$ cat src/rtl/nes_mapper_pkg.sv
// ============================================================================
// Module : nes_mapper_pkg
// Brief  : Shared board enumeration and register reset constants for MMC1 mappers
// Rev    : 1.0 - initial release
// ============================================================================
`default_nettype none

package nes_mapper_pkg;

  typedef enum logic [2:0] {
    BOARD_SKROM = 3'd0,
    BOARD_SNROM = 3'd1,
    BOARD_SOROM = 3'd2,
    BOARD_SUROM = 3'd3,
    BOARD_SXROM = 3'd4
  } board_t;

  localparam logic [4:0] c_shift_empty  = 5'b10000;
  localparam logic [4:0] c_ctrl_reset   = 5'b01100;
  localparam logic [4:0] c_ctrl_set_or  = 5'b01100;

  localparam logic [1:0] c_tgt_control  = 2'd0;
  localparam logic [1:0] c_tgt_chr0     = 2'd1;
  localparam logic [1:0] c_tgt_chr1     = 2'd2;
  localparam logic [1:0] c_tgt_prg      = 2'd3;

endpackage

`default_nettype wire

$ cat src/rtl/mmc1_serial_loader.sv
// ============================================================================
// Module : mmc1_serial_loader
// Brief  : MMC1 write filter and 5-bit serial shift register with load strobe
// Rev    : 1.0 - initial release
// ============================================================================
`default_nettype none

module mmc1_serial_loader
  import nes_mapper_pkg::*;
(
  input  logic       clk_i,
  input  logic       rst_i,
  input  logic       ce_i,
  input  logic       write_i,
  input  logic       addr15_i,
  input  logic [1:0] addr_sel_i,
  input  logic       din7_i,
  input  logic       din0_i,
  output logic       clear_o,
  output logic       load_o,
  output logic [1:0] target_o,
  output logic [4:0] data_o
);

  logic [4:0] shift_q, shift_d;
  logic       filter_q, filter_d;
  logic       w_qual;
  logic       w_accept;

  assign w_qual   = write_i & addr15_i;
  assign w_accept = ce_i & w_qual & ~filter_q;

  // The marker bit reaching position 0 means four bits are held; this write completes the word.
  always_comb begin
    shift_d  = shift_q;
    filter_d = filter_q;
    clear_o  = 1'b0;
    load_o   = 1'b0;
    target_o = addr_sel_i;
    data_o   = {din0_i, shift_q[4:1]};
    if (ce_i) begin
      filter_d = w_qual;
    end
    if (w_accept) begin
      if (din7_i) begin
        clear_o = 1'b1;
        shift_d = c_shift_empty;
      end else if (shift_q[0]) begin
        load_o  = 1'b1;
        shift_d = c_shift_empty;
      end else begin
        shift_d = {din0_i, shift_q[4:1]};
      end
    end
  end

  always_ff @(posedge clk_i or posedge rst_i) begin
    if (rst_i) begin
      shift_q  <= c_shift_empty;
      filter_q <= 1'b0;
    end else begin
      shift_q  <= shift_d;
      filter_q <= filter_d;
    end
  end

endmodule

`default_nettype wire

$ cat src/rtl/sxrom_mapper.sv
// ============================================================================
// Module : sxrom_mapper
// Brief  : MMC1 (SxROM family) PRG/CHR banking, mirroring and PRG RAM control
// Rev    : 1.0 - initial release
// ============================================================================
`default_nettype none

module sxrom_mapper
  import nes_mapper_pkg::*;
#(
  parameter board_t BOARD      = BOARD_SKROM,
  parameter bit     MMC1A      = 1'b0,
  parameter int     PRG_ROM_KB = 256
) (
  input  logic        clk,
  input  logic        reset,
  input  logic        ce,
  input  logic [15:0] prg_ain,
  input  logic        prg_write,
  input  logic [7:0]  prg_din,
  input  logic [13:0] chr_ain,
  output logic [21:0] prg_aout,
  output logic        prg_allow,
  output logic [21:0] chr_aout,
  output logic        vram_a10,
  output logic        vram_ce,
  output logic        wram_en
);

  localparam int          c_prg_aw_raw = $clog2(PRG_ROM_KB) + 10;
  localparam int          c_prg_aw     = (c_prg_aw_raw < 15) ? 15 :
                                         (c_prg_aw_raw > 19) ? 19 : c_prg_aw_raw;
  localparam logic [18:0] c_prg_mask   = 19'((20'd1 << c_prg_aw) - 20'd1);

  logic [4:0]  control_q, control_d;
  logic [4:0]  chr0_q, chr0_d;
  logic [4:0]  chr1_q, chr1_d;
  logic [4:0]  prg_q, prg_d;

  logic        w_clear;
  logic        w_load;
  logic [1:0]  w_target;
  logic [4:0]  w_data;
  logic [4:0]  w_csel;
  logic [3:0]  w_bank;
  logic        w_a18;
  logic [18:0] w_rom_addr;
  logic [1:0]  w_ram_bank;
  logic        w_wram_en;
  logic        w_unused_din;

  assign w_unused_din = ^prg_din[6:1];

  mmc1_serial_loader u_loader (
    .clk_i      (clk),
    .rst_i      (reset),
    .ce_i       (ce),
    .write_i    (prg_write),
    .addr15_i   (prg_ain[15]),
    .addr_sel_i (prg_ain[14:13]),
    .din7_i     (prg_din[7]),
    .din0_i     (prg_din[0]),
    .clear_o    (w_clear),
    .load_o     (w_load),
    .target_o   (w_target),
    .data_o     (w_data)
  );

  always_comb begin
    control_d = control_q;
    chr0_d    = chr0_q;
    chr1_d    = chr1_q;
    prg_d     = prg_q;
    if (w_clear) begin
      control_d = control_q | c_ctrl_set_or;
    end
    if (w_load) begin
      case (w_target)
        c_tgt_control: control_d = w_data;
        c_tgt_chr0:    chr0_d    = w_data;
        c_tgt_chr1:    chr1_d    = w_data;
        default:       prg_d     = w_data;
      endcase
    end
  end

  always_ff @(posedge clk or posedge reset) begin
    if (reset) begin
      control_q <= c_ctrl_reset;
      chr0_q    <= 5'd0;
      chr1_q    <= 5'd0;
      prg_q     <= 5'd0;
    end else begin
      control_q <= control_d;
      chr0_q    <= chr0_d;
      chr1_q    <= chr1_d;
      prg_q     <= prg_d;
    end
  end

  assign w_csel = control_q[4] ? (chr_ain[12] ? chr1_q : chr0_q)
                               : {chr0_q[4:1], chr_ain[12]};

  // MMC1A feeds prg[3] straight to the bank MSB so the fixed bank stays in the selected half.
  always_comb begin
    case (control_q[3:2])
      2'b10:   w_bank = prg_ain[14] ? prg_q[3:0] : 4'h0;
      2'b11:   w_bank = prg_ain[14] ? 4'hF : prg_q[3:0];
      default: w_bank = {prg_q[3:1], prg_ain[14]};
    endcase
    if (MMC1A) begin
      w_bank[3] = prg_q[3];
    end
  end

  assign w_a18      = ((BOARD == BOARD_SUROM) || (BOARD == BOARD_SXROM)) ? w_csel[4] : 1'b0;
  assign w_rom_addr = {w_a18, w_bank, prg_ain[13:0]} & c_prg_mask;

  always_comb begin
    w_ram_bank = 2'b00;
    if (BOARD == BOARD_SOROM) begin
      w_ram_bank = {1'b0, w_csel[3]};
    end else if (BOARD == BOARD_SXROM) begin
      w_ram_bank = w_csel[3:2];
    end
  end

  assign w_wram_en = (MMC1A || !prg_q[4]) && !((BOARD == BOARD_SNROM) && w_csel[4]);

  assign prg_aout  = prg_ain[15] ? {3'b000, w_rom_addr}
                                 : {7'b1111000, w_ram_bank, prg_ain[12:0]};
  assign prg_allow = (prg_ain[15] && !prg_write) || ((prg_ain[15:13] == 3'b011) && w_wram_en);
  assign wram_en   = w_wram_en;
  assign chr_aout  = {5'b10000, w_csel, chr_ain[11:0]};
  assign vram_ce   = chr_ain[13];

  always_comb begin
    case (control_q[1:0])
      2'b00:   vram_a10 = 1'b0;
      2'b01:   vram_a10 = 1'b1;
      2'b10:   vram_a10 = chr_ain[10];
      default: vram_a10 = chr_ain[11];
    endcase
  end

endmodule

`default_nettype wire

$ cat config.mk
export PLATFORM = sky130hd
export DESIGN_NAME = sxrom_mapper
export DESIGN_NICKNAME = d
export VERILOG_FILES = /design/src/rtl/nes_mapper_pkg.sv /design/src/rtl/mmc1_serial_loader.sv /design/src/rtl/sxrom_mapper.sv
export SDC_FILE = /design/constraint.sdc
export NUM_CORES = 1
export LEC_CHECK = 0
export BUFFER_PORTS_ARGS = -buffer_cell sky130_fd_sc_hd__buf_2
export CORE_MARGIN = 2
export CORE_UTILIZATION = 39
export CTS_CLUSTER_SIZE = 30
export DETAILED_ROUTE_END_ITERATION = 12
export GPL_ROUTABILITY_DRIVEN = 0
export PLACE_DENSITY_LB_ADDON = 0.05
export SETUP_SLACK_MARGIN = 0.5
export SLEW_MARGIN = 20
export SYNTH_ARGS = -nofsm -noshare
export SYNTH_HDL_FRONTEND = slang
export SYNTH_SLANG_ARGS = --single-unit
$ cat constraint.sdc
create_clock -name clk -period 2.2 [get_ports clk]
set_input_delay 0.33 -clock clk [delete_from_list [all_inputs] [get_ports clk]]
set_output_delay 0.33 -clock clk [all_outputs]
set_load 0.05 [all_outputs]
==> results.json, run 1 <==
{
  "status": "finished clean",
  "met3_usage_pct": 4.05,
  "timing.final.crit_period_ns": 1.72,
  "grt_util_met1_pct": 17.6,
  "worstSetupStartpointType": "flop",
  "seqCellArea_um2": 654,
  "synthesis.area_um2": 1530,
  "cts.reportedPaths.clkPinSlew_ns": 0.09,
  "rows": 22,
  "grt_pass1_vias": 961,
  "fmax_mhz": 582,
  "setup_viol": 0,
  "dieArea_um2": 4440,
  "yosysMostFrequentCell": "buf_4",
  "syn_inst": 148,
  "synth_edf_count": 0,
  "finalClockSkew_ns": 0.00521,
  "dp_hpwl_mm": 2.00,
  "holdCritPathClass": "primary input to asynchronous set/reset pin",
  "ys_seq_elements": 26,
  "ctsHoldBuffers": 0,
  "ioPinCount": 90,
  "cts_buffers": 3,
  "clock_path_buffers": 2,
  "yosys-top-cells-area": "dfrtp_1, buf_4, mux2_2, mux2_4, dfstp_2",
  "arrival_ns": 1.39,
  "routed_wl_mm": 2.70,
  "setup_tns_ns": 0,
  "cts_max_level": 1,
  "critPathRequiredTime_ns": 1.87,
  "power.leakage_nw": 0.871,
  "synth_common_cells": "buf_4, dfrtp_1, nand2_1",
  "met2_usage_pct": 21.9,
  "grt_pass1_wl_mm": 4.55,
  "cts_tree": "yes",
  "synthArstFlopShare_pct": 100,
  "cts-root-buf": "clkbuf_8",
  "detail-route-antenna-nets": 0,
  "drtIter0Drc": 27,
  "finalHoldViolCount": 0,
  "worstSkewPairLatency_ns": 0.26,
  "cap_violations": 0,
  "cp-end-kind": "primary output",
  "synth.top_cell.area_share_pct": 37.6,
  "synth_warnings": 0,
  "cts.sinks": 26,
  "period_share_pct": 78.1,
  "die_x_um": 66.7,
  "core_area_um2": 3720,
  "whs_ns": 0.107,
  "drc": 0,
  "grt_setup_unrepaired": "yes",
  "powerDensity_nw_per_um2": 654,
  "start_util_pct": 41.2,
  "wl_per_cell_um": 13.4,
  "crit_slowest_cell": "dfstp_2",
  "slowest_delay_ns": 0.58,
  "grt_overflow_total": 0,
  "antenna_cells": 0,
  "critPathMaxFanout": 5,
  "synthToLayoutAreaGrowth_pct": 13.1,
  "multi_input_area_um2": 684,
  "port_buffers": 30,
  "vias": 971,
  "vias_per_cell": 4.81,
  "path_class": "flop to primary output",
  "synth_ff_type": "dfrtp_1",
  "crit_chain": "and2_4, o21ai_2, a21oi_4, buf_6",
  "fin_nets": 197,
  "fp.dieH_um": 66.7,
  "ys_seq_area_share_pct": 42.7,
  "grt_busiest_layer": "met2",
  "ir_drop_mv": 0.491,
  "antenna_found_initial": 0,
  "worstRegToRegCells": 5,
  "synth_cell_types": 27,
  "dr.pass1.iters": 4,
  "nFillCells": 360,
  "drv_slew": 0,
  "yosysTopAreaCell": "dfrtp_1",
  "grtUsageTotal_pct": 13.7,
  "grt_max_degree": 27,
  "postSynthAreaPerCell_um2": 10.3,
  "drive_gt1_share_pct": 52.6
}
## final timing paths
path	from	endpoint	slack (ns)
worst min register to register	chr0_q[3]$_DFFE_PP0P_	chr0_q[3]$_DFFE_PP0P_	0.51
max in group asynchronous	reset	u_loader.shift_q[4]$_DFFE_PP1P_	1.79
worst min-delay path	reset	control_q[0]$_DFFE_PP0P_	0.11
worst max register to register	u_loader.filter_q$_DFFE_PP0P_	chr1_q[4]$_DFFE_PP0P_	0.50
worst max-delay path	control_q[2]$_DFF_PP1_	prg_aout[14]	0.48
min in group clk	ce	u_loader.filter_q$_DFFE_PP0P_	0.29
## critical path, delay by kind of cell (launching register included)
family,cells,cell delay (ns)
DFF,1,0.58
AOI/OAI and AO/OA,2,0.22
buffers and inverters,1,0.17
and+or+nand+nor,1,0.16
## sequential cells by signal, summed over array words and instances, names as in the netlist
signal	cells
prg_q	5
u_loader.filter_q	1
chr1_q	5
control_q	5
u_loader.shift_q	5
chr0_q	5
## power by group
group / total (mW) / switching, mW / leakage [nW] / internal (mW)
Sequential: 0.532 / 0.0287 / 0.351 / 0.503
Combinational: 0.217 / 0.146 / 0.484 / 0.0706
Clock: 0.383 / 0.140 / 0.0357 / 0.243
Total: 1.13 / 0.315 / 0.871 / 0.817
## layout make-up
cell class | count | share of cell area [%]
clock buffer | 3 | 2.38
inverter | 7 | 1.59
clock inverter | 1 | 1.73
timing repair buffer | 36 | 13.5
tap | 48 | 3.47
sequential | 26 | 37.8
multi-input combinational | 81 | 39.5
## kinds of logic after synthesis
family	count (synthesis)	share of synthesized area [%]
AO/OA/AOI/OAI	21	7.52
buffers and inverters	44	19.7
flip-flops	26	42.7
multiplexers	22	18.1
other	2	0.490
AND/OR/NAND/NOR	33	11.4
## layer usage
layer	up-vias	share of wire, %	wire [um]
li1	471	-	-
met1	444	44	1190
met5	-	0	0
met3	16	7.5	203
met2	40	46	1250
met4	0	2.3	61
## stage by stage
step / setup WS [ns] / instance area [um2] / instances / total power [mW] / utilization (%)
3_5_place_dp: 0.403 / 1580 / 196 / 0.736 / 42.4
4_1_cts: 0.424 / 1690 / 200 / 1.13 / 45.5
3_3_place_gp: 0.416 / 1580 / 196 / 0.733 / 42.4
2_1_floorplan: 0.543 / 1610 / 151 / 0.809 / -
5_1_grt: 0.407 / 1730 / 202 / 1.20 / 46.6
6_report: 0.482 / 1730 / 202 / 1.13 / 46.6
## layout by cell type (no fill, tap or decap), drive strengths merged, types with 2 or more instances in the layout
cell / count
dfstp: 3
o21ai: 10
a21oi: 7
conb: 5
nor2: 4
nand2: 16
mux2: 22
inv: 6
dfrtp: 23
nand2b: 3
nor3: 2
o22a: 2
clkbuf: 3
buf: 36
and2: 2
## timing repair
item                                    CTS  global route
pin swaps                                 1             3
gates resized for setup                  15            10
endpoints found under the setup margin   15            16
buffers inserted                          0             2
Power figures use the tool's default switching activity.
==> run 2: changes to the inputs <==
==> constraint.sdc (replaced) <==
create_clock -name clk -period 1.4 [get_ports clk]
set_input_delay 0.21 -clock clk [delete_from_list [all_inputs] [get_ports clk]]
set_output_delay 0.21 -clock clk [all_outputs]
set_load 0.05 [all_outputs]
==> results.json, run 2 (same netlist as run 1, synthesis figures left out) <==
{
  "port_buffers": 30,
  "vias": 1108,
  "nFillCells": 318,
  "placed_cells": 208,
  "ioPinCount": 90,
  "setup_viol": 26,
  "arrival_ns": 1.78,
  "worstHoldStart": "ce",
  "ir_drop_mv": 0.428,
  "drtIter0Drc": 21,
  "finalClockSkew_ns": 0.00366,
  "worstSkewPairLatency_ns": 0.26,
  "grtUsageTotal_pct": 16.6,
  "status": "complete, but fails checks",
  "cts-root-buf": "clkbuf_8",
  "grt_pass1_wl_mm": 5.61,
  "dpl-instance-area_um2": 1760,
  "finalHoldViolCount": 0,
  "drive_gt1_share_pct": 73.9,
  "dieArea_um2": 4440,
  "clock_path_buffers": 2,
  "violations": "setup timing",
  "finalPower_mw": 1.79,
  "grt_max_degree": 27,
  "cts.sinks": 26,
  "grt_overflow_total": 0,
  "synthToLayoutAreaGrowth_pct": 46.9,
  "core_area_um2": 3720,
  "fin_area_um2": 2250,
  "critPathMaxFanout": 5,
  "layout_setup_ws_ns": -0.225,
  "holdCritPathClass": "primary input to flop",
  "powerDensity_nw_per_um2": 795,
  "fin_nets": 223,
  "pre_cts_ws_ns": -0.260,
  "dp_hpwl_mm": 2.24,
  "cts_buffers": 3,
  "critPathRequiredTime_ns": 1.55,
  "period_share_pct": 116,
  "setup_tns_ns": -3.53,
  "path_class": "flop to flop",
  "whs_ns": 0.182,
  "dr.pass1.iters": 2,
  "drc": 0,
  "start_util_pct": 41.2,
  "wl_per_cell_um": 14.6,
  "grt_pass1_vias": 1180,
  "die_x_um": 66.7,
  "drv_slew": 0,
  "antenna_found_initial": 0,
  "final_util_pct": 60.5,
  "r2r_start": "u_loader.filter_q$_DFFE_PP0P_",
  "final_cells": 228,
  "grt_setup_unrepaired": "yes",
  "cap_violations": 0,
  "fmax_mhz": 615,
  "rows": 22,
  "vias_per_cell": 4.86,
  "antenna_cells": 0,
  "timing.final.crit_period_ns": 1.63,
  "routed_wl_mm": 3.32,
  "worstSetupStartpointType": "flop",
  "critPathLaunch": "u_loader.filter_q$_DFFE_PP0P_",
  "cts_max_level": 1,
  "power.leakage_nw": 1.11,
  "detail-route-antenna-nets": 0,
  "final_common_cell": "buf_6",
  "cts.reportedPaths.clkPinSlew_ns": 0.09,
  "fp.dieH_um": 66.7,
  "cp-end-kind": "flop",
  "final_cell_mix": "buf_6, dfrtp_1, mux2_4, buf_4, buf_2",
  "cts_tree": "yes"
}
run 2: path summary, 6_finish.rpt:
| kind | end | slack [ns] | cells past startpoint |
|---|---|---|---|
| setup / recovery | chr0_q[0]$_DFFE_PP0P_ | -0.23 | 4 |
| max in group asynchronous | control_q[3]$_DFF_PP1_ | 0.63 | 4 |
| hold / removal | u_loader.filter_q$_DFFE_PP0P_ | 0.18 | 2 |
| hold reg to reg | chr0_q[4]$_DFFE_PP0P_ | 0.52 | 1 |
| min in group asynchronous | prg_q[2]$_DFFE_PP0P_ | 0.51 | 4 |
| setup reg to reg | chr0_q[0]$_DFFE_PP0P_ | -0.23 | 4 |
run 2: report_power, final:
group	total (mW)	internal, mW	switching [mW]
sequential	0.841	0.791	0.0498
clock	0.470	0.251	0.219
combinational	0.478	0.195	0.282
total	1.79	1.24	0.551
run 2: cell type report:
class                      instances  area, um2  share of cell area (%)
clock buffer                       4       55.1                    2.45
timing repair inverter             1       8.76                   0.389
tap                               48       60.1                    2.67
timing repair buffer              61        543                    24.1
sequential                        26        654                    29.1
multi-input combinational         81        887                    39.4
inverter                           7       41.3                    1.84
run 2: what timing repair did:
action	4_1_cts	5_1_grt
setup endpoints to repair	42	41
hold endpoints to repair	23	0
buffers inserted	11	3
hold buffers	1	0
gates cloned	1	0
pin swaps	12	7
resized for setup	71	21
run 2: routing by layer:
layer,up-vias,share of wire (%),GRT usage (%)
met5,-,0,0
met4,0,1.5,4.59
met3,14,5.5,3.04
met2,37,51,27.9
met1,535,42,21.8
li1,522,-,-
run 2: worst max-delay path, cell delays in order (launching register included):
cell and delay (ns):
dfrtp_1 0.39, nand4b_4 0.19, or4_4 0.49, buf_6 0.15, mux2_4 0.29
==> run 3: changes to the inputs <==
--- a/config.mk
+++ b/config.mk
@@ -5,6 +5,7 @@
 export SDC_FILE = /design/constraint.sdc
 export NUM_CORES = 1
 export LEC_CHECK = 0
+export ABC_AREA = 1
 export BUFFER_PORTS_ARGS = -buffer_cell sky130_fd_sc_hd__buf_2
 export CORE_MARGIN = 2
 export CORE_UTILIZATION = 39
==> results.json, run 3 <==
{
  "critPathMaxFanout": 3,
  "violations": "setup timing",
  "setup_viol": 8,
  "fin_nets": 281,
  "cap_violations": 0,
  "synth_common_cells": "nand2_1, buf_4, dfrtp_1",
  "cp-end-kind": "primary output",
  "synth_edf_count": 0,
  "grt_max_degree": 27,
  "synth_compound_area_share_pct": 5.53,
  "ir_drop_mv": 0.664,
  "grt_overflow_total": 0,
  "yosysMostFrequentCell": "nand2_1",
  "synth_mux_area_share_pct": 2.76,
  "path_class": "flop to primary output",
  "vias": 1452,
  "port_buffers": 30,
  "fp.dieH_um": 68.7,
  "cts.reportedPaths.clkPinSlew_ns": 0.09,
  "yosys-top-cells-area": "dfrtp_1, buf_4, nand2_1, nand4_1, dfstp_2",
  "vias_per_cell": 5.04,
  "dp_hpwl_mm": 2.71,
  "cts_max_level": 1,
  "synth_top_family_by_area": "simple AND/OR/NAND/NOR gates",
  "critPathRequiredTime_ns": 1.19,
  "worstSetupStartpointType": "flop",
  "finalClockSkew_ns": 0.00391,
  "synth_cell_types": 19,
  "fmax_mhz": 633,
  "grt_pass1_vias": 1486,
  "drc": 0,
  "wl_per_cell_um": 15.2,
  "grt_pass1_wl_mm": 6.93,
  "grt_setup_unrepaired": "yes",
  "setup_tns_ns": -1.11,
  "cts-root-buf": "clkbuf_8",
  "synth_xor_area_share_pct": 0,
  "start_util_pct": 40.8,
  "drv_slew": 0,
  "finalPower_mw": 1.98,
  "ys_seq_area_share_pct": 40.1,
  "status": "complete, but fails checks",
  "antenna_cells": 0,
  "synth_warnings": 0,
  "worstSkewPairLatency_ns": 0.27,
  "syn_inst": 199,
  "powerDensity_nw_per_um2": 800,
  "cts_buffers": 3,
  "cts_tree": "yes",
  "placed_cells": 252,
  "cts.sinks": 26,
  "synth.top_cell.area_share_pct": 35.3,
  "dieArea_um2": 4710,
  "core_area_um2": 4000,
  "ys_seq_elements": 26,
  "period_share_pct": 113,
  "postSynthAreaPerCell_um2": 8.19,
  "synth_simple_gate_area_share_pct": 29.3,
  "final_common_cell": "nand2_1",
  "synth_ff_type": "dfrtp_1",
  "detail-route-antenna-nets": 0,
  "synthArstFlopShare_pct": 100,
  "final_cell_mix": "nand2_1, buf_6, dfrtp_1, nand4_1, buf_4",
  "routed_wl_mm": 4.37,
  "drtIter0Drc": 19,
  "synthesis.area_um2": 1630,
  "dr.pass1.iters": 4,
  "dpl-instance-area_um2": 1740,
  "fin_area_um2": 2470,
  "arrival_ns": 1.37,
  "yosys.area_share.adder_pct": 0,
  "finalHoldViolCount": 0,
  "layout_setup_ws_ns": -0.181,
  "antenna_found_initial": 0,
  "ioPinCount": 90,
  "synthToLayoutAreaGrowth_pct": 51.8,
  "clock_path_buffers": 2,
  "die_x_um": 68.7,
  "yosysTopAreaCell": "dfrtp_1",
  "rows": 23,
  "critPathLaunch": "control_q[2]$_DFF_PP1_",
  "power.leakage_nw": 1.22,
  "final_cells": 288,
  "timing.final.crit_period_ns": 1.58,
  "drive_gt1_share_pct": 55.0,
  "final_util_pct": 61.9,
  "grtUsageTotal_pct": 20.0,
  "holdCritPathClass": "primary input to flop",
  "worstHoldStart": "ce",
  "r2r_start": "u_loader.filter_q$_DFFE_PP0P_"
}
-- run 3: per-stage QoR --
stage	hold slack, ns	worst slack [ns]
3_5_place_dp	0.286	0.0381
4_1_cts	0.161	-0.165
3_3_place_gp	0.282	0.0531
2_1_floorplan	0.248	0.139
5_1_grt	0.152	-0.241
6_report	0.147	-0.181
-- run 3: report_power, final --
part | switching, mW | total, mW | internal [mW]
clock | 0.246 | 0.498 | 0.252
combinational | 0.346 | 0.601 | 0.255
sequential | 0.0778 | 0.881 | 0.804
-- run 3: logic make-up after synthesis --
kind of cell           after synthesis
DFF                                 26
buffers and inverters               56
muxes                                4
and+or+nand+nor                     94
AOI/OAI and AO/OA                   17
other                                2
-- run 3: cell type report --
| cell class | count | area [um2] |
|---|---|---|
| fillers | 327 | 1530 |
| multi-input cells | 120 | 838 |
| repair buffers | 71 | 791 |
| flip-flops and latches | 26 | 654 |
| inverters | 17 | 73.8 |
| well taps | 50 | 62.6 |
| clock buffers | 4 | 55.1 |
-- run 3: worst paths after layout --
path	end	slack [ns]	cells past startpoint
max	prg_aout[15]	-0.18	5
max reg2reg	chr0_q[3]$_DFFE_PP0P_	0.18	6
min reg2reg	chr1_q[1]$_DFFE_PP0P_	0.49	2
min	u_loader.filter_q$_DFFE_PP0P_	0.15	2
max in group asynchronous	u_loader.shift_q[4]$_DFFE_PP1P_	0.63	4
min in group asynchronous	prg_q[1]$_DFFE_PP0P_	0.50	4
-- run 3: what timing repair did --
action,4_1_cts,5_1_grt
setup buffers,21,6
hold buffers,1,0
cloned,4,0
resized for setup,73,26
endpoints found under the hold margin,23,0
pin swaps,30,13
endpoints found under the setup margin,42,46
-- run 3: per-layer routing --
metal | share of wire (%) | vias to the layer above | global-route usage, %
li1 | - | 699 | -
met1 | 40 | 687 | 24.1
met2 | 52 | 48 | 35.0
met3 | 5.7 | 18 | 3.57
met4 | 2.5 | 0 | 8.00
met5 | 0 | - | 0
-- run 3: worst max-delay path, stage by stage (launching register included) --
cell and delay (ns):
dfstp_2 0.59, inv_2 0.05, nand3_2 0.08, nand2_4 0.08, a21oi_4 0.12, buf_6 0.17
